## src/rtl/cursor_entry.sv

```systemverilog
// Operator cursor/colour entry: synchronised, debounced KEY[1]/KEY[2] step a
// saturating X/Y cursor with auto-repeat, or load the RGB colour from SW.
module cursor_entry #(
   parameter int X_MAX           = 199,
   parameter int Y_MAX           = 149,
   parameter int DEBOUNCE_CYCLES = 400000,
   parameter int REPEAT_DELAY    = 20000000,
   parameter int REPEAT_RATE     = 4000000
) (
   input  logic       CLK40,
   input  logic       NRST,
   input  logic [9:0] SW,
   input  logic [3:0] KEY,
   output logic [7:0] Xin,
   output logic [7:0] Yin,
   output logic [8:0] RGBin,
   output logic       moved
);
   localparam int DBW     = $clog2(DEBOUNCE_CYCLES + 1);
   localparam int RPT_MAX = (REPEAT_DELAY > REPEAT_RATE) ? REPEAT_DELAY : REPEAT_RATE;
   localparam int RW      = $clog2(RPT_MAX + 1);
   localparam logic [DBW-1:0] DB_LAST = DBW'(DEBOUNCE_CYCLES - 1);
   localparam logic [DBW-1:0] DB_ONE  = DBW'(1);
   localparam logic [RW-1:0]  RD_LAST = RW'(REPEAT_DELAY - 1);
   localparam logic [RW-1:0]  RR_LAST = RW'(REPEAT_RATE - 1);
   localparam logic [RW-1:0]  RP_ONE  = RW'(1);
   localparam logic [7:0]     XM      = 8'(X_MAX);
   localparam logic [7:0]     YM      = 8'(Y_MAX);

   typedef enum logic [1:0] {IDLE, HOLD, REPEAT} st_t;

   logic           unused_keys;
   logic [9:0]     sw_s1_q, sw_s2_q;
   logic [1:0]     key_s1_q, key_s2_q;            // [0] = KEY[1], [1] = KEY[2]
   logic [1:0]     stb_q, stb_d, stb_p_q;
   logic [DBW-1:0] db_cnt_q [2];
   logic [DBW-1:0] db_cnt_d [2];
   logic [1:0]     press;
   logic           excl, press_ok, inc, mode, sel_y, step_ev;
   st_t            st_q, st_d;
   logic [RW-1:0]  rp_cnt_q, rp_cnt_d;
   logic [7:0]     fld, fmax, nfld;
   logic [8:0]     stp9, sum9, dif9;
   logic [7:0]     x_q, x_d, y_q, y_d;
   logic [8:0]     rgb_q, rgb_d;
   logic           chg_q, moved_q;

   assign unused_keys = ^{KEY[3], KEY[0]};

   always_ff @(posedge CLK40) begin
      if (!NRST) begin
         sw_s1_q  <= '1;
         sw_s2_q  <= '1;
         key_s1_q <= '1;
         key_s2_q <= '1;
      end else begin
         sw_s1_q  <= SW;
         sw_s2_q  <= sw_s1_q;
         key_s1_q <= KEY[2:1];
         key_s2_q <= key_s1_q;
      end
   end

   // Any return to the stable level restarts the count.
   always_comb begin
      for (int k = 0; k < 2; k++) begin
         stb_d[k]    = stb_q[k];
         db_cnt_d[k] = '0;
         if (key_s2_q[k] != stb_q[k]) begin
            if (db_cnt_q[k] == DB_LAST) stb_d[k] = key_s2_q[k];
            else                        db_cnt_d[k] = db_cnt_q[k] + DB_ONE;
         end
      end
   end

   always_ff @(posedge CLK40) begin
      if (!NRST) begin
         stb_q       <= '1;
         stb_p_q     <= '1;
         db_cnt_q[0] <= '0;
         db_cnt_q[1] <= '0;
      end else begin
         stb_q       <= stb_d;
         stb_p_q     <= stb_q;
         db_cnt_q[0] <= db_cnt_d[0];
         db_cnt_q[1] <= db_cnt_d[1];
      end
   end

   // With exactly one key down, that key identifies the direction.
   assign press    = stb_p_q & ~stb_q;
   assign excl     = stb_q[0] ^ stb_q[1];
   assign press_ok = (|press) & excl;
   assign inc      = ~stb_q[1];
   assign mode     = sw_s2_q[9];
   assign sel_y    = sw_s2_q[8];

   always_ff @(posedge CLK40) begin
      if (!NRST) begin
         st_q     <= IDLE;
         rp_cnt_q <= '0;
      end else begin
         st_q     <= st_d;
         rp_cnt_q <= rp_cnt_d;
      end
   end

   always_comb begin
      st_d = st_q;
      case (st_q)
         IDLE:    if (press_ok && !mode) st_d = HOLD;
         HOLD:    if (!excl || mode) st_d = IDLE;
                  else if (rp_cnt_q == RD_LAST) st_d = REPEAT;
         REPEAT:  if (!excl || mode) st_d = IDLE;
         default: st_d = IDLE;
      endcase
   end

   always_comb begin
      step_ev  = 1'b0;
      rp_cnt_d = rp_cnt_q + RP_ONE;
      case (st_q)
         IDLE: begin
            rp_cnt_d = '0;
            step_ev  = press_ok && !mode;
         end
         HOLD:
            if (!excl || mode) rp_cnt_d = '0;
            else if (rp_cnt_q == RD_LAST) begin
               step_ev  = 1'b1;
               rp_cnt_d = '0;
            end
         REPEAT:
            if (!excl || mode) rp_cnt_d = '0;
            else if (rp_cnt_q == RR_LAST) begin
               step_ev  = 1'b1;
               rp_cnt_d = '0;
            end
         default: rp_cnt_d = '0;
      endcase
   end

   assign fld  = sel_y ? y_q : x_q;
   assign fmax = sel_y ? YM : XM;
   assign stp9 = sw_s2_q[7] ? 9'd10 : 9'd1;
   assign sum9 = {1'b0, fld} + stp9;
   assign dif9 = {1'b0, fld} - stp9;
   assign nfld = inc ? ((sum9 > {1'b0, fmax}) ? fmax : sum9[7:0])
                     : (dif9[8] ? 8'd0 : dif9[7:0]);

   always_comb begin
      x_d   = x_q;
      y_d   = y_q;
      rgb_d = rgb_q;
      if (step_ev) begin
         if (sel_y) y_d = nfld;
         else       x_d = nfld;
      end
      if (press_ok && mode) rgb_d = inc ? sw_s2_q[8:0] : 9'h1FF;
   end

   // moved trails the value change by one cycle, hence the extra stage.
   always_ff @(posedge CLK40) begin
      if (!NRST) begin
         x_q     <= '0;
         y_q     <= '0;
         rgb_q   <= 9'h1FF;
         chg_q   <= 1'b0;
         moved_q <= 1'b0;
      end else begin
         x_q     <= x_d;
         y_q     <= y_d;
         rgb_q   <= rgb_d;
         chg_q   <= (x_d != x_q) || (y_d != y_q);
         moved_q <= chg_q;
      end
   end

   assign Xin   = x_q;
   assign Yin   = y_q;
   assign RGBin = rgb_q;
   assign moved = moved_q;
endmodule

```

## config.mk

```make
export PLATFORM = sky130hd
export DESIGN_NAME = cursor_entry
export DESIGN_NICKNAME = d
export VERILOG_FILES = /design/src/rtl/cursor_entry.sv
export SDC_FILE = /design/constraint.sdc
export NUM_CORES = 1
export LEC_CHECK = 0
export BUFFER_PORTS_ARGS = -buffer_cell sky130_fd_sc_hd__clkbuf_2
export CAP_MARGIN = 15
export CORE_UTILIZATION = 54
export CTS_CLUSTER_SIZE = 16
export DETAILED_ROUTE_END_ITERATION = 8
export PLACE_DENSITY = 0.87
export SYNTH_ARGS = -nofsm -noshare
export SYNTH_HDL_FRONTEND = slang
export SYNTH_SLANG_ARGS = --single-unit
```

## constraint.sdc

```tcl
create_clock -name CLK40 -period 4.8 [get_ports CLK40]
set_input_delay 0.24 -clock CLK40 [delete_from_list [all_inputs] [get_ports CLK40]]
set_output_delay 0.24 -clock CLK40 [all_outputs]
set_load 0.02 [all_outputs]
```

== Yosys cells after proc, flatten, opt, wreduce, memory -nomap -nowiden ==
Memory sizes are Yosys's and may differ from the RTL's.
Cells that the tools add are included.

* Register bits after elaboration: 82
* Memory bits (writable): 38
* Input port bits: 16
* Logic and storage cells: 85
* Memories: 1

* Add/subtract/negate cells: 5
* $lt $le $gt $ge: 1
* Equality and inequality tests: 13
* Mux-type cells: 34
* Bitwise gates (word level): 6
* Reductions and logical operators: 11

{| class="wikitable"
|+ Memories
! name !! depth !! width !! rd ports !! clocked after memory_dff !! write ports !! line !! RTL
|-
| db_cnt_q || 2 || 19 || 2 || 0 || 2 || 36 || <nowiki>logic [DBW-1:0] db_cnt_q [2];</nowiki>
|}

{| class="wikitable"
|+ Operators by type and width
! operator !! count
|-
| 19-bit 2-to-1 mux || 6
|-
| 25-bit 2-to-1 mux || 4
|-
| 8-bit 2-to-1 mux || 8
|-
| 25-bit one-hot mux with 2 select lines || 1
|-
| 19-bit by 1-bit adder with 19-bit output, second input constant || 2
|-
| 19-bit == test, second input constant || 2
|-
| 25-bit by 1-bit adder with 25-bit output, second input constant || 1
|-
| 25-bit by 22-bit == test with 1-bit output, second input constant || 1
|-
| 25-bit == test, second input constant || 1
|-
| 8-bit != test || 2
|-
| 8-bit by 4-bit adder with 9-bit output || 1
|-
| 9-bit by 8-bit > comparator with 1-bit output || 1
|-
| 9-bit 2-to-1 mux || 1
|-
| 8-bit by 4-bit subtractor with 9-bit output || 1
|-
| 2-bit 2-to-1 mux || 4
|-
| 7-bit 2-to-1 mux || 1
|-
| 1-bit 2-to-1 mux || 6
|-
| 2-bit one-hot mux with 3 select lines || 1
|-
| 4-bit 2-to-1 mux || 1
|-
| 2-bit != test, second input constant || 2
|-
| 2-bit AND reduction || 2
|-
| 3-bit != test, second input constant || 1
|-
| 1-bit one-hot mux with 3 select lines || 1
|-
| 3-bit AND reduction || 1
|-
| 13 further kinds || 18
|}

== Depth between registers and ports, before layout ==
* Depth in word-level cells: 9
* Mapped depth: 21
* Mapped depth without buffers: 19

== Worst setup path before layout ==
No wires, ideal clock.

* Kind: reg-to-reg
* From: reg sw_s2_q[8]
* To: reg chg_q
* Library setup time: 0.125 ns
* Arrival time: 4.556 ns
* Required time: 4.675 ns
* Path slack: 0.119 ns
* Cell stages (with the launch flop): 22
* Period minus slack after synthesis: 4.681 ns
* Cell sequence: dfxtp_1 > buf_6 > clkbuf_1 > mux2i_1 > inv_1 > ha_1 > fa_1 > and2_2 > a21oi_1 > nor3_1 > xnor2_1 > ha_1 > nand2_1 > nor2_1 > and3_1 > o22ai_2 > o21ai_2 > a211o_2 > and3_1 > xor2_1 > o41a_1 > o41a_1

* Longest elaborated chain between the ends: 9

{| class="wikitable"
|+ Ends and longest elaborated chain
! item !! line !! RTL
|-
| from (decl) || 33 || <nowiki>logic [9:0] sw_s1_q, sw_s2_q;</nowiki>
|-
| from (signal assigned) || 58 || <nowiki>sw_s2_q <= sw_s1_q;</nowiki>
|-
| 8-bit 2-to-1 mux || 143 || <nowiki>assign fld = sel_y ? y_q : x_q;</nowiki>
|-
| 8-bit by 4-bit adder with 9-bit output || 146 || <nowiki>assign sum9 = {1'b0, fld} + stp9;</nowiki>
|-
| 9-bit by 8-bit > comparator with 1-bit output || 148 || <nowiki>assign nfld = inc ? ((sum9 > {1'b0, fmax}) ? fmax : sum9[7:0])</nowiki>
|-
| 8-bit 2-to-1 mux (2 in a row) || 148 ||
|-
| 8-bit 2-to-1 mux || 156 || <nowiki>if (sel_y) y_d = nfld;</nowiki>
|-
| 8-bit 2-to-1 mux || 155 || <nowiki>if (step_ev) begin</nowiki>
|-
| 8-bit != test || 174 || <nowiki>chg_q <= (x_d != x_q) || (y_d != y_q);</nowiki>
|-
| 1-bit logical OR (*) || 174 ||
|-
| to (signal assigned) || 174 ||
|-
| to (decl) || 46 || <nowiki>logic chg_q, moved_q;</nowiki>
|}

Mark *: on every way between the ends. The rest lies on a longest branch, timed or not.
A chain may end at the register's enable or synchronous reset.

== Worst setup path after layout ==
Same ends and word-level chain as after synthesis.

==> load_flow_metrics.sql <==
INSERT INTO impl_metrics (metric_group, metric, value, unit) VALUES
('clocking', 'max_clock_buf_depth', '2', ''),
('yosys', 'yosys_register_bits', '120', ''),
('detailed_routing', 'drt_iter0_markers', '191', ''),
('layout', 'layout_cells_sized_above_1', '13.9', '%'),
('critical_path', 'cp-end-kind', 'flop', ''),
('clocking', 'cts_tree', 'built', ''),
('global_routing', 'gr-usage-all-layers', '24.7', '%'),
('critical_path', 'critical_path.max_stage_delay', '460', 'ps'),
('timing', 'hold_viol', '0', ''),
('pwr', 'power-per-cell-area', '337', 'nW/um2'),
('critical_path', 'critPathLaunchType', 'flop', ''),
('floorplanning', 'initial_core_util', '55.4', '%'),
('clocking', 'cts_buffers', '17', ''),
('job', 'timing.max_cap.violations', '0', ''),
('critical_path', 'crit_buf_inv', '1', ''),
('clocking', 'clock_latency', '540', 'ps'),
('pwr', 'ir_worst_vdd', '0.271', 'mV'),
('critical_path', 'path_cells', 'mux2i_4 > inv_1 > ha_1 > fa_1 > and2_2 > a21oi_1 > nor3_1 > xnor2_1 > ha_1 > nand2_1 > nor2_1 > and3_1 > o22ai_2 > o21ai_4 > a211o_2 > and3_1 > xor2_1 > o41a_1 > o41a_1', ''),
('floorplanning', 'die-width', '104', 'um'),
('timing', 'timing.slew.headroom', '41.4', '%'),
('global_routing', 'grt_first_pass_wirelength', '21300', 'um'),
('timing', 'clock_skew', '10.4', 'ps'),
('status', 'status', 'finished clean', ''),
('critical_path', 'cp_top_family', 'compound AO/OA/AOI/OAI gates', ''),
('timing', 'fmax', '219', 'MHz'),
('floorplanning', 'floorplan.die.height', '104', 'um'),
('global_routing', 'overflow', '0', ''),
('global_routing', 'grt_pass1_vias', '4755', ''),
('yosys', 'ys_warn_count', '0', ''),
('timing', 'rsz0062_at_grt', 'false', ''),
('layout', 'antenna-diode-count', '0', ''),
('yosys', 'edff_count_synth', '0', ''),
('clocking', 'cts.reportedPaths.clkPinSlew', '60', 'ps'),
('yosys', 'post_synth_num_cell_types', '62', ''),
('layout', 'multi_input_comb_area', '3120', 'um2'),
('critical_path', 'cp_max_fo', '8', ''),
('detailed_routing', 'drtPass1Iterations', '5', ''),
('yosys', 'synth_seq_area_share', '42.4', '%'),
('layout', 'area_delta_synth_final', '18.0', '%'),
('floorplanning', 'io-pin-count', '42', ''),
('critical_path', 'critPathSlowestCell', 'fa_1', ''),
('global_routing', 'gr-usage-met1', '27.9', '%'),
('hold_path', 'timing.hold.worst.class', 'flop to flop', ''),
('placement', 'place.gp.congestion', '0.941', ''),
('timing', 'layout_min_cycle_time', '4560', 'ps'),
('global_routing', 'largest_net_degree_at_the_start_of_global_routing', '44', ''),
('timing', 'final.setup.tns', '0', 'ps'),
('critical_path', 'worst-endpoint-arrival', '4980', 'ps'),
('timing', 'slew_viol_final', '0', ''),
('layout', 'fin_util', '65.3', '%'),
('yosys', 'postSynthAreaPerCell', '8.66', 'um2'),
('global_routing', 'met2_usage', '42.1', '%'),
('yosys', 'yosys_most_used_dff', 'dfxtp_1', ''),
('global_routing', 'busiest_layer', 'met2', ''),
('floorplanning', 'std_cell_rows', '37', ''),
('timing', 'period_share', '94.9', '%'),
('layout', 'nFillCells', '788', ''),
('timing', 'setup_viol_count_final', '0', ''),
('floorplanning', 'die_area', '10900', 'um2'),
('yosys', 'synth_area', '5670', 'um2'),
('global_routing', 'grt.met3_usage', '8.15', '%'),
('placement', 'portBuffers', '39', ''),
('clocking', 'cts.htree.levels', '4', ''),
('yosys', 'number_of_cells_produced_by_synthesis', '654', ''),
('clocking', 'clockRootBuffer', 'clkbuf_8', ''),
('global_routing', 'antenna_found_initial', '0', ''),
('clocking', 'clock_sink_count', '120', ''),
('layout', 'area.sequential', '2410', 'um2'),
('detailed_routing', 'post_drt_wl_per_cell', '15.0', 'um'),
('yosys', 'postSynth.asyncResetShare', '0', '%'),
('detailed_routing', 'final_antenna_net_count', '0', ''),
('detailed_routing', 'routed_wirelength', '12900', 'um'),
('detailed_routing', 'detail_route.drc_violations', '0', ''),
('yosys', 'synth_nets', '688', ''),
('critical_path', 'worst_ep_required_time', '5220', 'ps'),
('detailed_routing', 'detailroute.via_count', '4814', ''),
('timing', 'worst_slew_pin_slew', '876', 'ps'),
('floorplanning', 'design.core.area', '10200', 'um2'),
('critical_path', 'setup.worst_path.class', 'flop to flop', ''),
('placement', 'detailedPlacementHpwl', '8500', 'um'),
('pwr', 'p_leak', '2.45', 'nW'),
('layout', 'fin_nets', '743', ''),
('detailed_routing', 'vias_per_cell', '5.62', '');
[final timing paths]
kind,depth (start not counted),start,end,slack [ps]
setup / recovery,19,sw_s2_q[8],chg_q,240
hold / removal,1,sw_s1_q[5],sw_s2_q[5],410
setup reg to reg,19,sw_s2_q[8],chg_q,240
hold reg to reg,1,sw_s1_q[5],sw_s2_q[5],410
[layout make-up]
class                           count  area share (%)
Clock inverter                      9            1.52
Clock buffer                       22            6.63
Timing Repair Buffer               56            5.28
Sequential cell                   120            36.0
Multi-Input combinational cell    490            46.7
Tap cell                          136            2.55
Inverter                           24            1.35
[stage by stage]
stage	cell area (um2)	instances	hold slack (ps)	power [mW]	worst slack [ps]
floorplan	5670	654	341	1.07	119
global placement	5970	813	388	1.08	326
detailed placement	5970	813	392	1.08	145
CTS	6640	856	377	2.26	92.1
global route	6690	857	421	2.32	36.7
finish	6690	857	405	2.25	243
[Yosys cell counts, types with 14 or more instances]
| master | instances | share of area, % |
|---|---|---|
| nor3_1 | 17 | 1.5 |
| nand3_1 | 28 | 2.5 |
| o21ai_0 | 18 | 1.6 |
| xnor2_1 | 33 | 5.1 |
| xor2_1 | 37 | 5.7 |
| and3_1 | 14 | 1.5 |
| ha_1 | 16 | 3.5 |
| clkbuf_1 | 18 | 1.2 |
| nand2b_1 | 27 | 3.0 |
| nand2_1 | 43 | 2.8 |
| nor2_1 | 123 | 8.1 |
| a21oi_1 | 18 | 1.6 |
| dfxtp_1 | 120 | 42 |
| inv_1 | 23 | 1.5 |
[cell usage in the layout (no fill, tap or decap), types with 16 or more instances in the layout]
| cell type | n |
|---|---|
| nor3_1 | 17 |
| nand2_1 | 43 |
| nand3_1 | 28 |
| nor2_1 | 123 |
| xnor2_1 | 33 |
| dfxtp_1 | 119 |
| o21ai_0 | 18 |
| nand2b_1 | 27 |
| ha_1 | 16 |
| clkbuf_2 | 39 |
| xor2_1 | 37 |
| a21oi_1 | 18 |
| clkbuf_16 | 16 |
| inv_1 | 23 |
[logic make-up (layout without fill, tap and decap cells)]
family                   after synthesis  in the layout  share of synthesized area [%]
XOR/XNOR                              70             70                           10.8
adder cells (fa/ha/maj)               18             18                           4.24
multiplexers                          15             15                           3.09
AO/OA/AOI/OAI                         84             84                           10.4
flip-flops                           120            120                           42.4
buffers and inverters                 44            111                           3.11
AND/OR/NAND/NOR                      303            303                           25.9
[state kept, by name, indices dropped and copies added, names as in the netlist]
signal and count:
moved 1, Yin 8, chg_q 1, stb_p_q 2, key_s2_q 2, Xin 8, st_q 2, rp_cnt_q 25
sw_s1_q 10, key_s1_q 2, db_cnt_q 38, stb_q 2, sw_s2_q 10, RGBin 9
[timing repair]
action / 4_1_cts / 5_1_grt
resized for setup: 0 / 7
setup buffers: 0 / 1
setup endpoints to repair: 0 / 1
endpoints found under the hold margin: 12 / 0
hold buffers: 12 / 0
[power by group]
part,internal [mW],switching (mW),total (mW)
clock,0.744,0.436,1.18
sequential,1.01,0.00469,1.01
combinational,0.0290,0.0341,0.0631
total,1.78,0.475,2.25
[metal layers]
metal	up-vias	wire [um]
met4	0	306
li1	2344	-
met5	-	0
met1	2271	5320
met2	165	6520
met3	34	741
Note: power is estimated with default switching activity, not from simulation.
